[config.mk]
export PLATFORM = sky130hd
export DESIGN_NAME = sram_read_streamer
export DESIGN_NICKNAME = d
export VERILOG_FILES = /design/src/rtl/sram_stream_pkg.sv /design/src/rtl/sync_stream_fifo.sv /design/src/rtl/sram_read_streamer.sv
export SDC_FILE = /design/constraint.sdc
export NUM_CORES = 1
export LEC_CHECK = 0
export BUFFER_PORTS_ARGS = -buffer_cell sky130_fd_sc_hd__clkbuf_2
export CAP_MARGIN = 20
export CORE_MARGIN = 2
export CORE_UTILIZATION = 60
export CTS_BUF_LIST = sky130_fd_sc_hd__clkbuf_16
export DETAILED_ROUTE_END_ITERATION = 16
export PLACE_DENSITY_LB_ADDON = 0.15
export SLEW_MARGIN = 20
export SYNTH_ARGS = -nofsm -noshare
export SYNTH_HDL_FRONTEND = slang
export SYNTH_SLANG_ARGS = --single-unit
[constraint.sdc]
create_clock -name clock -period 10.5 [get_ports clock]
set_clock_uncertainty 0.1 [all_clocks]
set_input_delay 3.15 -clock clock [delete_from_list [all_inputs] [get_ports clock]]
set_output_delay 3.15 -clock clock [all_outputs]
set_load 0.03 [all_outputs]
[src/rtl/sram_stream_pkg.sv]
// Shared definitions for the SRAM streaming clients (read and write side).
//   - default address/data widths of the SRAM word port
//   - burst FSM state encoding
//   - bit-field offsets of the arbiter's {mask, addr, data} request word
package sram_stream_pkg;

    localparam int ADDR_W_DEF = 18;
    localparam int DATA_W_DEF = 32;

    // Request word layout used by the arbiter: {mask, addr, data}, data at LSB.
    localparam int MASK_W   = DATA_W_DEF / 8;
    localparam int DATA_LSB = 0;
    localparam int ADDR_LSB = DATA_LSB + DATA_W_DEF;
    localparam int MASK_LSB = ADDR_LSB + ADDR_W_DEF;
    localparam int REQ_W    = MASK_LSB + MASK_W;

    typedef enum logic [1:0] {
        ST_IDLE  = 2'd0,
        ST_ISSUE = 2'd1,
        ST_DRAIN = 2'd2,
        ST_DONE  = 2'd3
    } state_t;

endpackage

[src/rtl/sync_stream_fifo.sv]
// Single-clock FIFO with registered storage, used to buffer SRAM words.
// A word pushed in one cycle is readable on pop_data from the next cycle;
// there is no combinational push->pop bypass.
// Ports:
//   clock, reset_n     clock and synchronous active-low reset
//   push, push_data    write side (ignored when full)
//   pop                read side (ignored when empty); pop_data shows head
//   full, empty, count occupancy status
module sync_stream_fifo #(
    parameter int WIDTH = 32,
    parameter int DEPTH = 8
) (
    input  logic                     clock,
    input  logic                     reset_n,
    input  logic                     push,
    input  logic [WIDTH-1:0]         push_data,
    input  logic                     pop,
    output logic [WIDTH-1:0]         pop_data,
    output logic                     full,
    output logic                     empty,
    output logic [$clog2(DEPTH):0]   count
);

    localparam int AW = $clog2(DEPTH);

    logic [WIDTH-1:0] mem [DEPTH];
    logic [AW-1:0]    wptr;
    logic [AW-1:0]    rptr;
    logic [AW:0]      cnt;
    logic             do_push;
    logic             do_pop;

    assign full     = (cnt == (AW+1)'(DEPTH));
    assign empty    = (cnt == '0);
    assign count    = cnt;
    assign do_push  = push && !full;
    assign do_pop   = pop && !empty;
    assign pop_data = mem[rptr];

    always_ff @(posedge clock) begin
        if (!reset_n) begin
            wptr <= '0;
            rptr <= '0;
            cnt  <= '0;
        end else begin
            if (do_push) wptr <= wptr + AW'(1);
            if (do_pop)  rptr <= rptr + AW'(1);
            cnt <= cnt + (AW+1)'(do_push) - (AW+1)'(do_pop);
        end
    end

    // Storage needs no reset: occupancy gates every read.
    always_ff @(posedge clock) begin
        if (do_push) mem[wptr] <= push_data;
    end

endmodule

[src/rtl/sram_read_streamer.sv]
// Burst read client for the SRAM arbiter read port.
// Accepts {base, count}, issues count word addresses (wrapping modulo
// 2^ADDR_W), buffers returned words and streams them out in order with a
// last marker. Issue is credit limited so the local FIFO can never overflow.
// Ports:
//   clock, reset_n                        clock, synchronous active-low reset
//   cmd_valid/ready, cmd_base, cmd_count  burst command
//   addr_valid/ready, addr                read address request
//   rdata_valid/ready, rdata              returned words
//   out_valid/ready, out_data, out_last   output stream
//   busy, done                            status (done: one-cycle pulse)
module sram_read_streamer
    import sram_stream_pkg::*;
#(
    parameter int ADDR_W          = ADDR_W_DEF,
    parameter int DATA_W          = DATA_W_DEF,
    parameter int MAX_OUTSTANDING = 8
) (
    input  logic              clock,
    input  logic              reset_n,
    input  logic              cmd_valid,
    output logic              cmd_ready,
    input  logic [ADDR_W-1:0] cmd_base,
    input  logic [ADDR_W-1:0] cmd_count,
    output logic              addr_valid,
    input  logic              addr_ready,
    output logic [ADDR_W-1:0] addr,
    input  logic              rdata_valid,
    output logic              rdata_ready,
    input  logic [DATA_W-1:0] rdata,
    output logic              out_valid,
    input  logic              out_ready,
    output logic [DATA_W-1:0] out_data,
    output logic              out_last,
    output logic              busy,
    output logic              done
);

    localparam int CW = $clog2(MAX_OUTSTANDING) + 1;

    state_t            state;
    state_t            state_nx;
    logic [ADDR_W-1:0] count_q;
    logic [ADDR_W-1:0] ptr_q;
    logic [ADDR_W-1:0] to_issue_q;
    logic [ADDR_W-1:0] delivered_q;
    // outstanding: issued but not yet accepted downstream (credit usage).
    // pending: issued but not yet returned; gates which rdata beats belong
    // to the current burst so stray returns are dropped.
    logic [CW-1:0]     outstanding_q;
    logic [CW-1:0]     pending_q;

    logic              cmd_hs;
    logic              issue_hs;
    logic              push;
    logic              deliver;
    logic              fifo_full;
    logic              fifo_empty;
    logic [CW-1:0]     fifo_count;

    assign cmd_hs      = cmd_valid && cmd_ready;
    assign issue_hs    = addr_valid && addr_ready;
    assign deliver     = out_valid && out_ready;
    assign push        = rdata_valid && rdata_ready && (pending_q != '0);
    assign rdata_ready = !fifo_full;

    assign cmd_ready = (state == ST_IDLE);
    assign busy      = (state != ST_IDLE);
    assign done      = (state == ST_DONE);
    assign addr      = ptr_q;
    assign out_valid = !fifo_empty;
    assign out_last  = out_valid && (delivered_q == count_q - ADDR_W'(1));

    sync_stream_fifo #(
        .WIDTH (DATA_W),
        .DEPTH (MAX_OUTSTANDING)
    ) u_fifo (
        .clock     (clock),
        .reset_n   (reset_n),
        .push      (push),
        .push_data (rdata),
        .pop       (deliver),
        .pop_data  (out_data),
        .full      (fifo_full),
        .empty     (fifo_empty),
        .count     (fifo_count)
    );

    always_ff @(posedge clock) begin
        if (!reset_n) begin
            state         <= ST_IDLE;
            count_q       <= '0;
            ptr_q         <= '0;
            to_issue_q    <= '0;
            delivered_q   <= '0;
            outstanding_q <= '0;
            pending_q     <= '0;
        end else begin
            state         <= state_nx;
            outstanding_q <= outstanding_q + CW'(issue_hs) - CW'(deliver);
            pending_q     <= pending_q + CW'(issue_hs) - CW'(push);
            if (cmd_hs) begin
                ptr_q       <= cmd_base;
                count_q     <= cmd_count;
                to_issue_q  <= cmd_count;
                delivered_q <= '0;
            end else begin
                if (issue_hs) begin
                    ptr_q      <= ptr_q + ADDR_W'(1);
                    to_issue_q <= to_issue_q - ADDR_W'(1);
                end
                if (deliver) delivered_q <= delivered_q + ADDR_W'(1);
            end
        end
    end

    always_comb begin
        state_nx   = state;
        addr_valid = 1'b0;
        case (state)
            ST_IDLE: begin
                if (cmd_valid) state_nx = (cmd_count == '0) ? ST_DONE : ST_ISSUE;
            end
            ST_ISSUE: begin
                addr_valid = (to_issue_q != '0) &&
                             (outstanding_q < CW'(MAX_OUTSTANDING));
                if (addr_valid && addr_ready && to_issue_q == ADDR_W'(1))
                    state_nx = ST_DRAIN;
            end
            ST_DRAIN: begin
                if (delivered_q == count_q) state_nx = ST_DONE;
            end
            default: state_nx = ST_IDLE;
        endcase
    end

    // Buffered words are a subset of the credited ones.
    a_fifo_bound: assert property (@(posedge clock) disable iff (!reset_n)
        fifo_count <= outstanding_q);

endmodule

==> results_tabular.tex <==
\begin{tabular}{lr}
\hline
Metric & Value \\
\hline
\multicolumn{2}{l}{\textbf{Run status}} \\
Status & completed \\
\multicolumn{2}{l}{\textbf{Global routing}} \\
Antenna violations before repair & 0 \\
Remaining global-route overflow & 0 \\
Largest net degree at the start of global routing & 86 \\
Overall track demand over capacity in global routing & 25.6\% \\
Wire length of the first global-routing pass & about 51,000 um \\
Number of global-route vias before repair & just over 9,000 \\
\multicolumn{2}{l}{\textbf{Timing}} \\
Post-route worst hold slack & 0.373 ns \\
Relative slew margins & 34.9\% \\
Setup violation total in the final timing report & 0 \\
Post-route fraction of the period consumed by the critical path & roughly three fifths \\
Max-slew violation total from the final report & 0 \\
Setup repair after global routing missed its margin & false \\
Minimum clock period & 6.49 ns \\
Highest clock rate & 154 MHz \\
Final sum of negative setup slack & 0 ns \\
Final hold vios & 0 \\
Transition time of the tightest slew-check pin & 0.977 ns \\
\multicolumn{2}{l}{\textbf{Placed design}} \\
Detailed placement HPWL & 17,600 um \\
Final Wtd Congestion & 0.858 \\
Port Buffers & 130 \\
\multicolumn{2}{l}{\textbf{Critical path}} \\
Critical path startpoint & count\_q[0] \\
Number of buffer and inverter instances along the worst setup path & 1 \\
Register-to-register setup slack & about 6.9 ns \\
CP Capture Point & out\_last \\
Delay of the slowest cell on the worst path & 0.60 ns \\
Cell class contributing the biggest share of worst-path delay & compound AO/OA/AOI/OAI gates \\
Required arrival time at the worst endpoint & 7.25 ns \\
Endpoint of the worst-slack reg-to-reg timing path & outstanding\_q[2] \\
Slowest cell on the critical path & sky130\_fd\_sc\_hd\_\_or4\_1 \\
Source of the worst register-to-register timing path & to\_issue\_q[2] \\
Category of the worst setup path launch point & flip-flop \\
Critical Path, Cell by Cell & or4\_1, nor2\_1, nand2\_1, a211o\_1, a32o\_1, a2111oi\_0, clkbuf\_2 \\
Crit end category & output port \\
Worst Path Max Fanout & 5 \\
Worst Reg2Reg Path Length in Cells & 11 \\
Worst endpoint data arrival time & 3.24 ns \\
Critical Path Stages & 7 \\
Type of the worst setup path & flip-flop to output port \\
\multicolumn{2}{l}{\textbf{CTS}} \\
Number of setup buffers added after CTS & 0 \\
Clock latency reported for the late side of the worst-skew pair & 0.52 ns \\
Clock transition at the registers of the reported paths & $\sim$0.060 ns \\
Clock sinks & 351 \\
Root Driver & sky130\_fd\_sc\_hd\_\_clkbuf\_16 \\
Number of gates given a new drive strength after cts & 0 \\
Cts bufs inserted & 37 \\
Buffer levels on the longest clock path & 3 \\
Max H-tree Level & 2 \\
Number of buffers added to fix hold violations after cts & 0 \\
CTS tree & done \\
\multicolumn{2}{l}{\textbf{Pwr}} \\
Leak pwr & $\sim$0.006 uW \\
Cell area power density & roughly 260 nW/um2 \\
Peak supply drop & 220 uV \\
\multicolumn{2}{l}{\textbf{Detailed routing}} \\
Wire per inst & between 20 and 25 um \\
Violation count after the first detailed-route iteration & 701 \\
Detailed-router iteration count before antenna repair & 5 \\
Remaining DRCs & 0 \\
Vias per cell & about 5.9 \\
Detailed-route via count & 8,975 \\
Final wirelength & 32,200 um \\
Count of nets left with antenna violations after detail routing & 0 \\
\multicolumn{2}{l}{\textbf{Layout}} \\
Final antenna diode count & 0 \\
Share of final-layout standard cells stronger than drive strength 1 & 26.3\% \\
Util after Layout & 70.5\% \\
Layout Nets & 1,267 \\
Top library cells by usage in the layout, fill and taps aside & sky130\_fd\_sc\_hd\_\_edfxtp\_1, sky130\_fd\_sc\_hd\_\_clkbuf\_2, sky130\_fd\_sc\_hd\_\_dfxtp\_1 \\
Most common library cell in the layout ignoring fill and taps & sky130\_fd\_sc\_hd\_\_edfxtp\_1 \\
Area overhead of the layout relative to synthesis & 15.2\% \\
\multicolumn{2}{l}{\textbf{Worst hold path}} \\
Hold/Removal Path Class & flip-flop to flip-flop \\
\multicolumn{2}{l}{\textbf{Synthesis}} \\
Number of flip-flops and latches in the synthesized netlist & roughly 350 \\
Post-synthesis net count & about 1,100 \\
Avg Cell Area, Syn & 14.5 um2 \\
Sequential cell area fraction in the yosys report & 64.5\% \\
Cell count after synthesis & 1,029 \\
Cell variety after synth & 54 \\
Synth Warn \# & 0 \\
Most used DFF post-synth & sky130\_fd\_sc\_hd\_\_edfxtp\_1 \\
Post-synth EDFFs & 256 \\
Synthesized area & 14,900 um2 \\
Share of synthesized registers carrying an async set or reset & 0\% \\
\multicolumn{2}{l}{\textbf{Die}} \\
Total die area & $\sim$26,000 um2 \\
Total number of placement rows & 57 \\
Core Footprint & 24,300 um2 \\
Height of the die & 161 um \\
Number of top-level design ports & 131 \\
DIE WIDTH & 161 um \\
Initial cell density of the core & 61.2\% \\
\multicolumn{2}{l}{\textbf{Flow run}} \\
Number of maximum-capacitance violations & 0 \\
\hline
\end{tabular}
flip-flops by register name, indices dropped and copies added (netlist names), named ones only:
name           count
u_fifo.wptr        3
outstanding_q      4
state              2
u_fifo.count       4
count_q           18
addr              18
pending_q          4
u_fifo.rptr        3
delivered_q       18
to_issue_q        18
u_fifo.mem       256
cell usage after synthesis (6+ instances only):
cell	count	area [um2]
sky130_fd_sc_hd__a21oi_1	59	295
sky130_fd_sc_hd__mux4_2	64	1440
sky130_fd_sc_hd__nor4_1	19	119
sky130_fd_sc_hd__xor2_1	42	368
sky130_fd_sc_hd__nor2_1	58	218
sky130_fd_sc_hd__mux2_2	32	360
sky130_fd_sc_hd__nor3_1	21	105
sky130_fd_sc_hd__nand3_1	22	110
sky130_fd_sc_hd__nand4_1	11	68.8
sky130_fd_sc_hd__or4_1	6	45.0
sky130_fd_sc_hd__buf_1	8	30.0
sky130_fd_sc_hd__dfxtp_1	95	1900
sky130_fd_sc_hd__ha_1	26	325
sky130_fd_sc_hd__nand2_1	73	274
sky130_fd_sc_hd__and2_1	6	37.5
sky130_fd_sc_hd__edfxtp_1	256	7690
sky130_fd_sc_hd__or3_1	6	37.5
sky130_fd_sc_hd__xnor2_1	48	420
sky130_fd_sc_hd__inv_1	34	128
sky130_fd_sc_hd__clkbuf_1	36	135
sky130_fd_sc_hd__o21ai_0	38	190
final cells by class:
cell class	count	area, um2
Clock inverter	30	310
Multi-Input combinational cell	595	5030
Inverter	37	139
Tap cell	324	405
Clock buffer	37	926
Fill cell	1623	7180
Timing Repair Buffer	142	741
Sequential cell	351	9600
per-layer routing:
layer,wire length (um),vias to the layer above,track usage [%]
li1,-,4159,-
met4,805,0,8.16
met2,16600,330,44.6
met3,2010,61,4.52
met5,0,-,0
met1,12800,4425,32.8
metrics by stage:
step	worst slack [ns]	total power, uW	area, um2	cells
finish	4.01	4410	17100	1516
global route	3.74	4630	17100	1516
CTS	4.01	4450	17100	1516
detailed placement	4.58	3090	15900	1449
global placement	4.58	3070	15900	1449
floorplan	3.48	2770	14900	1029
power by group:
group | total (uW) | internal [uW] | leakage, uW | switching, uW
Clock | 1330 | 793 | 0.000616 | 533
Sequential | 1800 | 1660 | 0.00310 | 142
Combinational | 1290 | 530 | 0.00223 | 759
cells by family (layout without fill, tap and decap cells):
family	Yosys count	in the layout	synth area share (%)
simple gates	255	255	8.66
mux	96	96	12.1
compound gates	125	125	4.78
buf+inv	83	246	2.11
fa+ha+maj	29	29	2.59
xor+xnor	90	90	5.30
flops	351	351	64.5
how the worst min path moves through the flow:
stage	start	end	cells past startpoint
finish	count_q[17]	count_q[17]	2
global route	count_q[17]	count_q[17]	2
CTS	count_q[17]	count_q[17]	2
detailed placement	count_q[17]	count_q[17]	2
global placement	u_fifo.rptr[1]	flip-flop	2
floorplan	count_q[17]	count_q[17]	2
tightest hold or removal path, stage by stage (launching register included):
cell and delay (ns):
sky130_fd_sc_hd__dfxtp_1 0.32, sky130_fd_sc_hd__nand2_1 0.06, sky130_fd_sc_hd__a21oi_1 0.05
Note: power is estimated with default switching activity, not from simulation.
